<file path="config.mk">
export PLATFORM = sky130hd
export DESIGN_NAME = uart_tx
export DESIGN_NICKNAME = d
export VERILOG_FILES = /design/src/rtl/uart_tx.sv
export SDC_FILE = /design/constraint.sdc
export NUM_CORES = 1
export LEC_CHECK = 0
export ABC_AREA = 1
export CAP_MARGIN = 15
export CORE_ASPECT_RATIO = 0.6
export CORE_UTILIZATION = 36
export CTS_CLUSTER_SIZE = 10
export DETAILED_ROUTE_END_ITERATION = 8
export PLACE_DENSITY = 0.55
export SLEW_MARGIN = 20
export SYNTH_ARGS = -nofsm -noshare
export SYNTH_HDL_FRONTEND = slang
export SYNTH_SLANG_ARGS = --single-unit
</file>
<file path="constraint.sdc">
create_clock -name clk_i -period 2.6 [get_ports clk_i]
set_clock_uncertainty 0.05 [all_clocks]
set_input_delay 0.52 -clock clk_i [delete_from_list [all_inputs] [get_ports clk_i]]
set_output_delay 0.52 -clock clk_i [all_outputs]
set_load 0.05 [all_outputs]
</file>
<file path="src/rtl/uart_tx.sv">
// UART serial transmitter: one character per start edge, LSB first, optional parity,
// one or two stop bits, bit period chosen per frame from four divisors.
module uart_tx #(
  parameter int MAX_UART_DATA_W = 8,
  parameter int BAUD_RATE_SEL_W = 2,
  parameter int TOTAL_CONF_W    = 5,
  parameter int BAUD_CNT_W      = 16,
  parameter int BAUD_DIV_0      = 10417,
  parameter int BAUD_DIV_1      = 5208,
  parameter int BAUD_DIV_2      = 1736,
  parameter int BAUD_DIV_3      = 868,
  parameter int PARITY_ODD      = 0
) (
  input  logic                       clk_i,
  input  logic                       rst_i,
  input  logic                       tx_en_i,
  input  logic                       tx_start_i,
  input  logic [TOTAL_CONF_W-1:0]    tx_conf_i,
  input  logic [BAUD_RATE_SEL_W-1:0] baud_sel_i,
  input  logic [MAX_UART_DATA_W-1:0] tx_data_i,
  output logic                       tx_o,
  output logic                       tx_busy_o,
  output logic                       tx_done_o
);

  typedef enum logic [2:0] {IDLE, START, DATA, PARITY, STOP} state_t;

  function automatic logic [BAUD_CNT_W-1:0] sel_div(input logic [BAUD_RATE_SEL_W-1:0] sel);
    logic [BAUD_CNT_W-1:0] div;
    case (sel)
      BAUD_RATE_SEL_W'(0): div = BAUD_CNT_W'(BAUD_DIV_0);
      BAUD_RATE_SEL_W'(1): div = BAUD_CNT_W'(BAUD_DIV_1);
      BAUD_RATE_SEL_W'(2): div = BAUD_CNT_W'(BAUD_DIV_2);
      default:             div = BAUD_CNT_W'(BAUD_DIV_3);
    endcase
    return div;
  endfunction

  // Parity covers only the 5..8 bits actually transmitted.
  function automatic logic calc_parity(input logic [MAX_UART_DATA_W-1:0] data,
                                       input logic [1:0] len);
    logic p;
    p = (PARITY_ODD != 0);
    for (int i = 0; i < MAX_UART_DATA_W; i++) begin
      if (i < 5 + int'(len)) p = p ^ data[i];
    end
    return p;
  endfunction

  state_t                     state_q, state_d;
  logic                       start_prev_q, start_prev_d;
  logic [BAUD_CNT_W-1:0]      cnt_q, cnt_d;
  logic [2:0]                 bit_idx_q, bit_idx_d;
  logic                       stop_idx_q, stop_idx_d;
  logic                       tx_q, tx_d;
  logic                       busy_q, busy_d;
  logic                       done_q, done_d;
  logic [MAX_UART_DATA_W-1:0] data_q, data_d;
  logic [1:0]                 len_q, len_d;
  logic                       two_stop_q, two_stop_d;
  logic                       par_en_q, par_en_d;
  logic                       par_q, par_d;
  logic [BAUD_CNT_W-1:0]      div_q, div_d;
  logic [BAUD_CNT_W-1:0]      new_div;
  logic [2:0]                 nxt_idx;
  logic [2:0]                 last_idx;

  always_comb begin
    state_d      = state_q;
    start_prev_d = tx_start_i;
    cnt_d        = cnt_q;
    bit_idx_d    = bit_idx_q;
    stop_idx_d   = stop_idx_q;
    tx_d         = tx_q;
    busy_d       = busy_q;
    done_d       = 1'b0;
    data_d       = data_q;
    len_d        = len_q;
    two_stop_d   = two_stop_q;
    par_en_d     = par_en_q;
    par_d        = par_q;
    div_d        = div_q;
    new_div      = sel_div(baud_sel_i);
    nxt_idx      = bit_idx_q + 3'd1;
    last_idx     = 3'd4 + {1'b0, len_q};

    if (state_q == IDLE) begin
      tx_d   = 1'b1;
      busy_d = 1'b0;
      if (tx_en_i && tx_start_i && !start_prev_q) begin
        data_d     = tx_data_i;
        len_d      = tx_conf_i[4:3];
        two_stop_d = |tx_conf_i[2:1];
        par_en_d   = tx_conf_i[0];
        par_d      = calc_parity(tx_data_i, tx_conf_i[4:3]);
        div_d      = new_div;
        cnt_d      = new_div - BAUD_CNT_W'(1);
        state_d    = START;
        tx_d       = 1'b0;
        busy_d     = 1'b1;
      end
    end else if (!tx_en_i) begin
      state_d = IDLE;
      tx_d    = 1'b1;
      busy_d  = 1'b0;
      cnt_d   = '0;
    end else if (cnt_q != '0) begin
      cnt_d = cnt_q - BAUD_CNT_W'(1);
    end else begin
      // Bit boundary: reload the timer and present the next bit.
      cnt_d = div_q - BAUD_CNT_W'(1);
      case (state_q)
        START: begin
          state_d   = DATA;
          bit_idx_d = 3'd0;
          tx_d      = data_q[0];
        end
        DATA: begin
          if (bit_idx_q == last_idx) begin
            stop_idx_d = 1'b0;
            if (par_en_q) begin
              state_d = PARITY;
              tx_d    = par_q;
            end else begin
              state_d = STOP;
              tx_d    = 1'b1;
            end
          end else begin
            bit_idx_d = nxt_idx;
            tx_d      = data_q[nxt_idx];
          end
        end
        PARITY: begin
          state_d    = STOP;
          stop_idx_d = 1'b0;
          tx_d       = 1'b1;
        end
        default: begin
          if (two_stop_q && !stop_idx_q) begin
            stop_idx_d = 1'b1;
          end else begin
            state_d = IDLE;
            done_d  = 1'b1;
            busy_d  = 1'b0;
            tx_d    = 1'b1;
            cnt_d   = '0;
          end
        end
      endcase
    end
  end

  always_ff @(posedge clk_i) begin
    if (rst_i) begin
      state_q      <= IDLE;
      start_prev_q <= 1'b0;
      cnt_q        <= '0;
      bit_idx_q    <= '0;
      stop_idx_q   <= 1'b0;
      tx_q         <= 1'b1;
      busy_q       <= 1'b0;
      done_q       <= 1'b0;
    end else begin
      state_q      <= state_d;
      start_prev_q <= start_prev_d;
      cnt_q        <= cnt_d;
      bit_idx_q    <= bit_idx_d;
      stop_idx_q   <= stop_idx_d;
      tx_q         <= tx_d;
      busy_q       <= busy_d;
      done_q       <= done_d;
    end
  end

  // Frame parameters captured at acceptance; only read while a frame is active.
  always_ff @(posedge clk_i) begin
    data_q     <= data_d;
    len_q      <= len_d;
    two_stop_q <= two_stop_d;
    par_en_q   <= par_en_d;
    par_q      <= par_d;
    div_q      <= div_d;
  end

  assign tx_o      = tx_q;
  assign tx_busy_o = busy_q;
  assign tx_done_o = done_q;

endmodule

</file>
-- Word level (Yosys, flattened, before mapping)
Index checks and enable logic that the tools add are counted.
- register bits: 56
- word-level logic and storage cells: 132
- input bits: 19
- output and inout bits: 3
- bitwise logic cells: 11
- $lt $le $gt $ge: 9
- add/subtract/negate cells: 6
- eq/ne operators: 14
- reductions and logical operators: 19
- mux-type cells: 59
- operator list (operator ; number):
    $lt 4x32->1 const A ; 3
    $mux 16 ; 6
    $lt 3x32->1 const A ; 2
    $sub 16x1->16 const B ; 3
    $pmux 14 s3 ; 1
    $mux 1 ; 39
    $lt 1x32->1 const A ; 1
    $lt 2x32->1 const A ; 1
    $mux 3 ; 8
    $reduce_bool 16->1 ; 1
    $pmux 3 s3 ; 1
    $reduce_or 7->1 ; 1
    $xor 1x1->1 ; 7
    $eq 3x2->1 const B ; 2
    $ne 3x3->1 const B ; 2
    $ne 6x3->1 const B ; 1
    $pmux 1 s3 ; 2
    $pmux 3 s2 ; 1
    $reduce_and 6->1 ; 1
    $reduce_and 5->1 ; 1
    $add 3x2->4 const A ; 1
    $lt 3x4->1 const A ; 1
    $lt 3x4->1 const B ; 1
    $ne 2x2->1 const B ; 2
    22 further kinds ; 29

-- Depth between registers and ports, before layout
Gate-level depths: netlist (run 1).
- word-level depth: 31
- mapped depth: 12
- mapped depth without buffers: 12

-- Worst setup path before layout (run 1)
No wires, ideal clock.
- path type: input to register
- from: input tx_en_i
- to: register data_q[0] (enable)
- buffers on the path: 0
- setup time: 0.404 ns
- arrival time: 1.739 ns
- data required time: 2.146 ns
- stages: 4
- setup slack: 0.408 ns
- cell sequence: inv_2 -> nor2_4 -> nand2_4 -> nor2_1
- longest elaborated chain between the ends: 3
- ends and longest elaborated chain (element ; RTL line ; RTL):
    from (decl) ; 16 ; input logic tx_en_i,
    $logic_and 1x1->1 (2 in a row) ; 90 ; if (tx_en_i && tx_start_i && !start_prev_q) begin
    $reduce_and 2->1 (no source line) ; n/a ;
    to (signal assigned) ; 177 ; data_q <= data_d;
    to (decl) ; 58 ; logic [MAX_UART_DATA_W-1:0] data_q, data_d;
Every way passes these cells.
A chain may end at the register's enable or synchronous reset.

-- Worst setup path in the final report (run 1)
- from: register tx_q, in the netlist tx_o
- to: output tx_o
- RTL lines (element ; RTL line ; RTL):
    from (decl) ; 55 ; logic tx_q, tx_d;
    from (signal assigned) ; 169 ; tx_q <= tx_d;
    to (decl) ; 21 ; output logic tx_o,
No word-level cell between the ends.

==> results of run 1 <==
-- layer usage --
metal | up-vias | track usage, %
li1 | 1516 | -
met1 | 1305 | 34.2
met2 | 112 | 25.9
met3 | 5 | 4.32
met4 | 0 | 4.42
met5 | - | 0
-- layout by cell type, fill, tap and decap left out, drive strengths merged, types with 2 or more instances in the layout --
master and count:
inv 63, nand3b 3, clkdlybuf4s50 21, bufinv 2
xor2 7, edfxtp 22, nand3 34, xnor2 9
nand2 124, nor2 72, o21ai 43, a21oi 23
nand4 2, clkbuf 5, dfxtp 27, nor3 2
or2 5, buf 3, ha 10
-- how the worst max path moves through the flow --
| stage | slack [ns] | end | from |
|---|---|---|---|
| detailed placement | 0.38 | cnt_q[7] | baud_sel_i[0] |
| global route | 0.53 | cnt_q[7] | baud_sel_i[0] |
| floorplan | 0.41 | data_q[0] | tx_en_i |
| finish | 0.59 | tx_o | tx_o |
| global placement | 0.38 | cnt_q[10] | tx_en_i |
| CTS | 0.57 | tx_o | tx_o |
-- registers in the layout (all words and copies together) (netlist names) --
register      flops
cnt_q            16
div_q             9
data_q            8
bit_idx_q         3
state_q           3
len_q             2
par_en_q          1
par_q             1
start_prev_q      1
stop_idx_q        1
two_stop_q        1
tx_busy_o         1
tx_done_o         1
tx_o              1
-- where the power goes --
group          switching (µW)  internal (µW)  total [µW]  leakage [µW]
logic                    1570            759        2330       0.00119
clock network             313            555         868     0.0000944
registers                 211           1010        1220      0.000423
-- worst min-delay path: stages (launching register included) --
cell     delay (ns)
dfxtp_1        0.31
o21ai_0        0.07
a21oi_1        0.06
-- per-stage QoR --
| stage | utilization, % | std cells | setup slack, ns | instance area (µm²) | hold WS [ns] |
|---|---|---|---|---|---|
| 2_1_floorplan | - | 453 | 0.408 | 3190 | 0.407 |
| 4_1_cts | 43.8 | 593 | 0.570 | 3750 | 0.439 |
| 3_5_place_dp | 41.5 | 585 | 0.382 | 3550 | 0.425 |
| 3_3_place_gp | 41.5 | 585 | 0.384 | 3550 | 0.416 |
| 5_1_grt | 43.8 | 593 | 0.527 | 3750 | 0.485 |
| 6_report | 43.8 | 593 | 0.586 | 3750 | 0.441 |
-- final cells by class --
type | instances | area [µm²]
repair buffers | 24 | 245
multi-input cells | 338 | 1730
clock buffers | 5 | 125
flip-flops and latches | 49 | 1200
clock inverters | 3 | 68.8
fillers | 882 | 4810
inverters | 62 | 235
well taps | 112 | 140
-- logic make-up (layout without fill, tap and decap cells) --
family                     Yosys count  after routing  share of synthesized area (%)
DFF                                 49             49                           37.7
AOI/OAI and AO/OA                   69             69                           11.0
buffers and inverters               66             94                           8.16
xor gates and xnor gates            16             16                           4.39
adders and majority gates           10             10                           3.92
and+or+nand+nor                    243            243                           34.8
==> out/metrics.yaml, run 1 <==
hold_violations: 0
vdd_drop_max_mv: 0.362
critPathCaptureType: "output port"
critPathArrivalTime_ns: 1.44
r2r_slack_ns: 0.67
core_area_mm2: 0.00856
startpoint_type: "flop"
synth_edf_count: 22
r2r-start: "cnt_q[0]"
clkTransAtPathRegs_ns: 0.07
synthCells: 453
die_h_um: 74.9
grt.total_usage_pct: 20.6
crit_buf_inv: 1
wl_met2_um: 2950
n_antenna_cell: 0
cpMaxStageDelayCell: "clkdlybuf4s50_1"
crit_family: "buffers and inverters"
ys_async_sr_fraction_pct: 0
r2r_end: "cnt_q[10]"
slew_violations: 0
cts_sinks: 49
drt-total-wl_um: 8590
wire_per_inst_um: 14.5
tightest_slew_ns: 0.602
route.detailed.drc: 0
cts_max_path_buffers: 2
rsz0062_at_grt: "false"
synth_fp_nets: 482
path_max_fanout: 2
cap_violations: 0
cts_buffers: 5
synthesis.area_mm2: 0.00319
status: "finished clean"
fin_crit_sh_pct: 77.5
grt_pass1_vias: 2612
grt-ovfl-total: 0
grt_pass1_wl_um: 14000
wl_met1_um: 4820
required_ns: 2.03
cts_setup_buffers: 0
synth_area_leader_cell: "edfxtp_1"
cts_resized: 0
vias_per_cell: 4.95
yosys_warnings: 0
root_buffer: "clkbuf_16"
hold_start: "tx_busy_o"
total_power_uw: 4410
drt_iter0_drc: 390
synth.area.top_cells: "edfxtp_1, dfxtp_1, nand2_1, nor2_1, inv_1"
power.density_mw_per_mm2: 1180
cp.depth: 1
min_period_ns: 2.01
p_leak_uw: 0.00170
min_to: "tx_busy_o"
grt_start_max_net_pins: 23
min_path_cells: 2
drtAntennaViolNets: 0
area_delta_synth_final_pct: 17.5
setup_viol: 0
path_class: "flop to output port"
path_cells: "clkdlybuf4s50_1"
fmax_mhz: 497
cts_tree: "built"
synth_cell_type_count: 32
syn_avg_cell_area_um2: 7.04
setup-tns-final_ns: 0
relSlewSlack_pct: 59.8
synth_top_area_share_pct: 20.7
highest_layer: "met4"
dieWidth_um: 124
ys_seq_area_share_pct: 37.7
start_util_pct: 37.3
routed-wl-met3_um: 771
portBuffers: 21
drive_gt1_share_pct: 9.98
slowest_delay_ns: 0.81
rows: 26
clk_latency_ns: 0.29
holdCritPathClass: "flop to flop"
postCtsHoldBufs: 0
gp_congestion: 0.880
hpwl_um: 6840
die_area_mm2: 0.00925
synthTopCellsByCount: "nand2_1, nor2_1, inv_1"
via_count: 2938
htreeDepth: 2
yosys.cell_count.top_type: "nand2_1"
first_pass_iters: 5
ys_ff_latch: 49
final_nets: 509
io_pins: 22
r2r.worst_path.cells: 9
grt_antenna_before_repair: 0
synth-main-ff-cell: "dfxtp_1"
Note: power is estimated with default switching activity, not from simulation.
==> inputs of run 2 (changes only) <==
--- a/config.mk
+++ b/config.mk
@@ -11,7 +11,7 @@
 export CORE_UTILIZATION = 36
 export CTS_CLUSTER_SIZE = 10
 export DETAILED_ROUTE_END_ITERATION = 8
-export PLACE_DENSITY = 0.55
+export PLACE_DENSITY = 0.57
 export SLEW_MARGIN = 20
 export SYNTH_ARGS = -nofsm -noshare
 export SYNTH_HDL_FRONTEND = slang
==> constraint.sdc (replaced) <==
create_clock -name clk_i -period 1.7 [get_ports clk_i]
set_clock_uncertainty 0.05 [all_clocks]
set_input_delay 0.34 -clock clk_i [delete_from_list [all_inputs] [get_ports clk_i]]
set_output_delay 0.34 -clock clk_i [all_outputs]
set_load 0.05 [all_outputs]
==> out/metrics.yaml, run 2 (synthesis gave the netlist of run 1 again) <==
status: "finished clean"
portBuffers: 21
fillCellCount: 840
mostFrequentLayoutCell: "nand2_1"
setup-tns-final_ns: 0
start_util_pct: 37.3
area_delta_synth_final_pct: 30.6
rows: 26
via_count: 3171
die_h_um: 74.9
core_area_mm2: 0.00856
mostFrequentLayoutCells: "nand2_1, nor2_1, inv_1, buf_4, nand3_1"
crit_family: "buffers and inverters"
largest_registers: "cnt_q: 16 flops, div_q: 9 flops, data_q: 8 flops"
root_buffer: "clkbuf_16"
htreeDepth: 2
path_max_fanout: 3
drive_gt1_share_pct: 22.7
clk_latency_ns: 0.29
final_nets: 556
vias_per_cell: 4.95
largest_reg_flops: 16
finalWorstSetupSlack_ns: 0.0654
drt-total-wl_um: 9180
wire_per_inst_um: 14.3
fin_crit_sh_pct: 96.2
crit_buf_inv: 2
hpwl_um: 7390
drtAntennaViolNets: 0
path_cells: "clkdlybuf4s50_1 -> inv_1 -> ha_1 -> or2_2 -> o21ai_0 -> a21oi_1"
grt_antenna_before_repair: 0
cts_sinks: 49
grt-ovfl-total: 0
route.detailed.drc: 0
gp_congestion: 0.932
power.density_mw_per_mm2: 1730
grt_busiest_layer: "met1"
drt_iter0_drc: 323
dieWidth_um: 124
slew_violations: 0
startpoint_type: "primary input"
critPathCaptureType: "flop"
path_class: "primary input to flop"
postCtsHoldBufs: 0
cts_max_path_buffers: 2
met1_usage_pct: 35.1
holdCritPathClass: "flop to flop"
setup_viol: 0
die_area_mm2: 0.00925
p_leak_uw: 0.00194
grt_start_max_net_pins: 22
vdd_drop_max_mv: 0.657
n_antenna_cell: 0
hold_violations: 0
slowest_delay_ns: 0.50
grt_pass1_wl_um: 14500
fmax_mhz: 612
first_pass_iters: 5
tightest_slew_ns: 0.448
grt.total_usage_pct: 21.2
use_met2_pct: 26.9
cts_buffers: 5
met3_usage_pct: 5.15
required_ns: 1.83
clkTransAtPathRegs_ns: 0.07
place_ws_ns: -0.327
min_period_ns: 1.63
cpMaxStageDelayCell: "clkdlybuf4s50_1"
cts_tree: "built"
cap_violations: 0
regMostFlops: "cnt_q"
rsz0062_at_grt: "true"
relSlewSlack_pct: 69.8
critPathArrivalTime_ns: 1.77
grt_pass1_vias: 2761
io_pins: 22
-- run 2: layout make-up --
type	count	area, µm²	area share (%)
Timing Repair Buffer	71	603	14.5
Multi-Input combinational cell	338	1830	43.9
Inverter	62	238	5.71
Clock inverter	3	25.0	0.601
Tap cell	112	140	3.36
Clock buffer	5	125	3.00
Sequential cell	49	1210	28.9
-- run 2: what timing repair did --
| item | in CTS | in global routing |
|---|---|---|
| setup endpoints to repair | 2 | 23 |
| resized for setup | 2 | 32 |
| pin swaps | 1 | 6 |
| buffers inserted | 0 | 2 |
-- run 2: tightest hold or removal path, stage by stage (launching register included) --
cell	delay [ns]
dfxtp_1	0.31
o21ai_0	0.06
a21oi_1	0.06
-- run 2: routing by layer --
metal,vias up,share of wire [%]
li1,1601,-
met1,1456,55
met2,108,37
met3,6,8.0
met4,0,0.29
met5,-,0
-- run 2: per-stage QoR --
step | area [µm²] | utilization (%) | instances | power (µW) | hold WS, ns
global route | 4170 | 48.7 | 640 | 7740 | 0.469
CTS | 4050 | 47.4 | 638 | 6960 | 0.435
finish | 4170 | 48.7 | 640 | 7200 | 0.431
floorplan | 3200 | - | 453 | 4470 | 0.389
global placement | 3900 | 45.6 | 630 | 5890 | 0.411
detailed placement | 3900 | 45.6 | 630 | 5900 | 0.425
-- run 2: worst paths after layout --
check                              startpoint   endpoint  slack, ns  cells past startpoint
worst max-delay path            baud_sel_i[0]   cnt_q[9]       0.07                      6
worst min-delay path                tx_busy_o  tx_busy_o       0.43                      2
worst max register to register      div_q[11]  cnt_q[14]       0.09                      8
worst min register to register      tx_busy_o  tx_busy_o       0.43                      2
-- run 2: power breakdown --
| part | leakage, µW | internal (µW) | switching [µW] | total [µW] |
|---|---|---|---|---|
| clock network | 0.0000708 | 557 | 477 | 1030 |
| logic | 0.00144 | 1620 | 2730 | 4350 |
| registers | 0.000425 | 1540 | 276 | 1820 |
